[config.mk]
export PLATFORM = sky130hd
export DESIGN_NAME = load_store_unit
export DESIGN_NICKNAME = d
export VERILOG_FILES = /design/src/rtl/load_store_unit.sv
export SDC_FILE = /design/constraint.sdc
export NUM_CORES = 1
export LEC_CHECK = 0
export CORE_MARGIN = 4
export CORE_UTILIZATION = 47
export CTS_BUF_LIST = sky130_fd_sc_hd__clkbuf_2 sky130_fd_sc_hd__clkbuf_4 sky130_fd_sc_hd__clkbuf_8
export CTS_CLUSTER_DIAMETER = 40
export DETAILED_ROUTE_END_ITERATION = 7
export PLACE_DENSITY = 0.84
export SETUP_SLACK_MARGIN = 0.15
export SYNTH_ARGS = -nofsm -noshare
export SYNTH_HDL_FRONTEND = slang
export SYNTH_SLANG_ARGS = --single-unit
[constraint.sdc]
create_clock -name clk -period 2.2 [get_ports clk]
set_clock_uncertainty 0.1 [all_clocks]
set_input_delay 0.44 -clock clk [delete_from_list [all_inputs] [get_ports clk]]
set_output_delay 0.44 -clock clk [all_outputs]
set_load 0.02 [all_outputs]
[src/rtl/load_store_unit.sv]
// RV32I load/store stage. Builds the effective address from rs1 plus the immediate,
// checks funct3 and alignment, and runs one single-port data-memory access per operation.
module load_store_unit #(
  parameter int INSTRUCTION = 32,
  parameter int TIMEOUT     = 16
) (
  input  logic                   clk,
  input  logic                   rst_n,
  input  logic                   lsu_valid,
  input  logic                   is_load,
  input  logic                   is_store,
  input  logic [2:0]             funct3,
  input  logic [INSTRUCTION-1:0] rs1_data,
  input  logic [INSTRUCTION-1:0] rs2_data,
  input  logic [INSTRUCTION-1:0] i_imme,
  input  logic [INSTRUCTION-1:0] s_imme,
  output logic                   busy,
  output logic                   done,
  output logic [INSTRUCTION-1:0] rd_data,
  output logic                   misalign_err,
  output logic                   bus_err,
  output logic                   mem_req,
  output logic                   mem_we,
  output logic [INSTRUCTION-1:0] mem_addr,
  output logic [INSTRUCTION-1:0] mem_wdata,
  output logic [3:0]             mem_wstrb,
  input  logic [INSTRUCTION-1:0] mem_rdata,
  input  logic                   mem_ready
);

  // state  | meaning
  // IDLE   | waiting for an operation
  // ACCESS | memory request outstanding
  // DONE   | one-cycle completion pulse
  localparam int W  = INSTRUCTION;
  localparam int CW = $clog2(TIMEOUT + 1);

  typedef enum logic [1:0] {S_IDLE, S_ACCESS, S_DONE} state_t;

  state_t          state_q, state_d;
  logic [W-1:0]    ea_q, ea_d;
  logic [W-1:0]    rs2_q, rs2_d;
  logic [W-1:0]    rd_q, rd_d;
  logic [2:0]      f3_q, f3_d;
  logic            st_q, st_d;
  logic [CW-1:0]   cnt_q, cnt_d;
  logic            mis_q, mis_d;
  logic            berr_q, berr_d;

  logic            accept;
  logic [W-1:0]    ea_new;
  logic            legal;
  logic            misal;
  logic [W-1:0]    shifted;
  logic [W-1:0]    load_ext;

  assign accept = (state_q == S_IDLE) && lsu_valid && (is_load || is_store);
  assign ea_new = rs1_data + (is_store ? s_imme : i_imme);

  always_comb begin
    legal = 1'b0;
    if (is_store) legal = (funct3 == 3'b000) || (funct3 == 3'b001) || (funct3 == 3'b010);
    else          legal = (funct3 == 3'b000) || (funct3 == 3'b001) || (funct3 == 3'b010) ||
                          (funct3 == 3'b100) || (funct3 == 3'b101);
  end

  assign misal = ((funct3[1:0] == 2'b01) && ea_new[0]) ||
                 ((funct3[1:0] == 2'b10) && (ea_new[1:0] != 2'b00));

  // Selected byte/halfword lands at bit 0 before extension.
  assign shifted = mem_rdata >> {ea_q[1:0], 3'b000};

  always_comb begin
    load_ext = shifted;
    case (f3_q)
      3'b000:  load_ext = {{(W-8){shifted[7]}}, shifted[7:0]};
      3'b001:  load_ext = {{(W-16){shifted[15]}}, shifted[15:0]};
      3'b100:  load_ext = {{(W-8){1'b0}}, shifted[7:0]};
      3'b101:  load_ext = {{(W-16){1'b0}}, shifted[15:0]};
      default: load_ext = shifted;
    endcase
  end

  always_ff @(posedge clk or negedge rst_n) begin
    if (!rst_n) state_q <= S_IDLE;
    else        state_q <= state_d;
  end

  always_comb begin
    state_d = state_q;
    case (state_q)
      S_IDLE:   if (accept) state_d = (legal && !misal) ? S_ACCESS : S_DONE;
      S_ACCESS: if (mem_ready || (cnt_q == CW'(0))) state_d = S_DONE;
      S_DONE:   state_d = S_IDLE;
      default:  state_d = S_IDLE;
    endcase
  end

  always_comb begin
    ea_d   = ea_q;
    rs2_d  = rs2_q;
    rd_d   = rd_q;
    f3_d   = f3_q;
    st_d   = st_q;
    cnt_d  = cnt_q;
    mis_d  = mis_q;
    berr_d = berr_q;
    if (accept) begin
      ea_d   = ea_new;
      rs2_d  = rs2_data;
      rd_d   = '0;
      f3_d   = funct3;
      st_d   = is_store;
      cnt_d  = CW'(TIMEOUT - 1);
      mis_d  = legal && misal;
      berr_d = !legal;
    end else if (state_q == S_ACCESS) begin
      // A ready in the final wait cycle completes normally rather than timing out.
      if (mem_ready) begin
        if (!st_q) rd_d = load_ext;
      end else if (cnt_q == CW'(0)) begin
        berr_d = 1'b1;
      end else begin
        cnt_d = cnt_q - CW'(1);
      end
    end
  end

  always_ff @(posedge clk or negedge rst_n) begin
    if (!rst_n) begin
      ea_q   <= '0;
      rs2_q  <= '0;
      rd_q   <= '0;
      f3_q   <= '0;
      st_q   <= 1'b0;
      cnt_q  <= '0;
      mis_q  <= 1'b0;
      berr_q <= 1'b0;
    end else begin
      ea_q   <= ea_d;
      rs2_q  <= rs2_d;
      rd_q   <= rd_d;
      f3_q   <= f3_d;
      st_q   <= st_d;
      cnt_q  <= cnt_d;
      mis_q  <= mis_d;
      berr_q <= berr_d;
    end
  end

  always_comb begin
    busy         = (state_q != S_IDLE);
    done         = (state_q == S_DONE);
    mem_req      = (state_q == S_ACCESS);
    mem_we       = 1'b0;
    mem_addr     = '0;
    mem_wdata    = '0;
    mem_wstrb    = 4'b0000;
    rd_data      = rd_q;
    misalign_err = mis_q;
    bus_err      = berr_q;
    if (state_q == S_ACCESS) begin
      mem_addr = {ea_q[W-1:2], 2'b00};
      mem_we   = st_q;
      if (st_q) begin
        case (f3_q[1:0])
          2'b00: begin
            mem_wdata = {(W/8){rs2_q[7:0]}};
            mem_wstrb = 4'b0001 << ea_q[1:0];
          end
          2'b01: begin
            mem_wdata = {(W/16){rs2_q[15:0]}};
            mem_wstrb = 4'b0011 << ea_q[1:0];
          end
          default: begin
            mem_wdata = rs2_q;
            mem_wstrb = 4'b1111;
          end
        endcase
      end
    end
  end

endmodule

==> metrics.txt <==
min cycle time layout=3070 ps; CP Data Required Time=2410 ps; CP peak stage delay=620 ps; Hold Path Class=reg2reg; endpoints failing hold=0; register bit total from synthesis=between 100 and 150; core area=about 15000 µm²; Layout fillers=~570; Max VDD drop=0.000486 V; Max Fclk=about 330 MHz; nets=1554; latest clock arrival within the worst-skew pair=around 410 ps; Synth Area in Simple Gates=0.214; ratio of cells with drive above 1 in the final layout=0.392; DIE WIDTH=approximately 130 µm; Crit Path Class=in2reg; post-synthesis adder-cell area fraction=0.0575; routed wire length per instance=27.6 µm; row count=45; ANT nets after route=0; H-tree levels=3; reg-to-reg startpoint=state_q[1]; CP max stage cell=clkdlybuf4s50_1; crit path DAT=around 3300 ps; leakage power=between 6 and 7 nW; largest net degree at the start of global routing=49; post-synthesis mux area share=0.106; WHS=around 390 ps; Worst-path clk slew=120 ps; outcome=finished, violations left; clk buf depth=2; Setup crit start kind=input port; worst hold start=rs2_q[19]; failing checks=negative setup slack; final setup vio count=approximately 130; initial antenna violation count=2; CP bufs+invs=1; total die area=~18000 µm²; Mapped Area=between 7000 and 8000 µm²; GRT Total Usage=0.322; Worst Reg2Reg Path Length in Cells=13; CP max FO=2; EDFF count, synth=0; RSZ-0062 raised after global routing=yes; WP depth=10; vias in the first global route=about 8.8k; hold path cells=2; first-pass GRT wire length=between 40000 and 50000 µm; number of remaining DRC errors=0; Rel. slew slack=0.576; Pwr Density=between 800 and 900 nW/µm²; P&R area growth vs syn=85.0%; Final Cell Area=roughly 14000 µm²; register area=2730 µm²; initial core utilization=0.488; CP Capture Type=flip-flop; post-DP HPWL=around 20000 µm; top cell family by delay on the critical path=compound AO/OA/AOI/OAI gates; Pre-antenna DRT Iters=6; Distinct cells, synth=57; die height=135 µm; register area share after synthesis=0.362; Mapped Cells=between 900 and 1k; port bufs=between 200 and 300; Total Wirelength=between 40000 and 50000 µm; Compound-Gate Fraction of Synth Area=0.184; XOR/XNOR share of the synthesized area=0.0372; Worst Setup SP=rs1_data[1]; Top FF cell, synth=dfrtp_1; final period utilization=1.40; grt ovf=0; fin util=0.903; worst-margin pin slew=634 ps; max-cap viol count=0; number of clock sinks=109; Multi-input gate area=around 5600 µm²; Yosys warning count=0; num ports=between 200 and 300; initial DRC count=~1.3k; largest family of logic cells by synthesized area=simple AND/OR/NAND/NOR gates; syn_area_per_cell=a little over 8 µm²; routability cong.=between 0.9 and 1; final setup margin=-869 ps; Final Max Tran Viols=0; Post-DP Area=11400 µm²; TritonCTS clock tree=yes; DR vias=approximately 11k; Via density=about 6.7; Inserted Clock Buffers=9; pre-CTS setup slack=-1150 ps; ys async rst share=1.00; Root Buffer=clkbuf_8; ordered list of cells on the worst path=clkdlybuf4s50_1, fa_2, a21o_4, a311o_1, nand4_1, a2111oi_4, nor2_2, o32ai_2, and4_1, nor3_2
-- flip-flops by register name, indices dropped and copies added (netlist names) --
register	flops
rs2_q	32
cnt_q	5
bus_err	1
rd_data	32
state_q	2
misalign_err	1
ea_q	32
st_q	1
f3_q	3
-- per-layer routing --
metal  GRT usage  up-vias  part of all wire
met3      0.0645      485              0.12
met2       0.561     1154              0.46
met1       0.382     4860              0.31
met4       0.152        2              0.11
met5           0        -           0.00039
li1            -     4041                 -
-- timing repair --
action / CTS / global route
endpoints found under the hold margin: 28 / 0
setup endpoints to repair: 99 / 137
hold buffers: 1 / 0
pin swaps: 49 / 80
gates resized for setup: 485 / 251
buffers inserted: 26 / 40
gates cloned: 5 / 7
-- layout by cell type (no fill, tap or decap), types with 21 or more instances in the layout --
cell	Yosys	final
nand2_1	203	193
clkdlybuf4s50_1	0	186
buf_4	3	137
dfrtp_1	109	107
buf_6	0	104
a21oi_1	80	50
o21ai_1	10	46
nor2_1	63	38
mux2_2	40	31
and2_4	0	31
mux2i_1	35	30
o21ai_0	69	25
a21oi_2	0	22
buf_12	0	21
-- tightest hold or removal path, cell delays in order (launching register included) --
cell,delay (ps)
dfrtp_1,360
nand2_1,50
nand2_1,60
-- kinds of logic (layout without fill, tap and decap cells) --
logic type / Yosys count / in the layout
fa+ha+maj: 34 / 34
mux: 75 / 75
simple gates: 366 / 366
compound gates: 229 / 229
buf+inv: 72 / 509
flops: 109 / 109
other cells: 1 / 4
xor+xnor: 32 / 32
-- worst paths after layout --
check | endpoint | slack [ps]
min in group asynchronous | rd_data[0] | 410
min | rs2_q[19] | 390
max reg2reg | rd_data[19] | -350
max | ea_q[28] | -870
min reg2reg | rs2_q[19] | 390
max in group asynchronous | f3_q[1] | 960
-- metrics by stage --
stage               power, W  TNS (ps)  instances
floorplan            0.00618    -16160        919
global placement     0.00840    -26800       1472
detailed placement   0.00858    -29380       1472
CTS                   0.0105    -17680       1520
global route          0.0129    -46690       1569
finish                0.0125    -43810       1569
-- final cells by class --
class                           instances  share of cell area
Clock buffer                            9             0.00890
Multi-Input combinational cell        738               0.405
Tap cell                              211              0.0190
Sequential cell                       109               0.196
Antenna cell                            2            0.000359
Clock inverter                          7             0.00539
Timing Repair Buffer                  483               0.362
Inverter                               10             0.00341
-- synthesized netlist by cell type, types with 2 or more instances --
cell type	instances	area (µm²)
a31oi_1	5	31.3
nand2_1	203	762
o21ai_1	10	50.1
a22o_1	9	78.8
nand4_1	8	50.1
mux2_2	40	450
o211a_1	2	20.0
a21o_1	18	135
xor2_1	13	114
a21oi_1	80	400
and3_1	8	50.1
a21o_2	2	17.5
nor4_1	2	12.5
or3_1	3	18.8
clkbuf_1	46	173
o21a_1	4	30.0
buf_2	5	25.0
nor3_1	8	40.0
nor2_1	63	236
nand3_1	21	105
dfrtp_1	109	2730
nor2b_1	3	18.8
o211ai_1	2	15.0
o31ai_1	12	90.1
a22oi_1	2	15.0
mux2i_1	35	350
buf_4	3	22.5
inv_1	9	33.8
nand3b_1	2	15.0
ha_1	33	413
and2_1	31	194
xnor2_1	19	166
o21bai_1	5	37.5
and4_1	2	17.5
nand2b_1	4	25.0
o21ai_0	69	345
buf_1	8	30.0
-- where the power goes --
group          total, W  switching, W  internal [W]
sequential      0.00354      0.000788       0.00275
clock           0.00133      0.000794      0.000533
combinational   0.00765       0.00426       0.00339
total            0.0125       0.00584       0.00668
(Power assumes the default switching activity.)
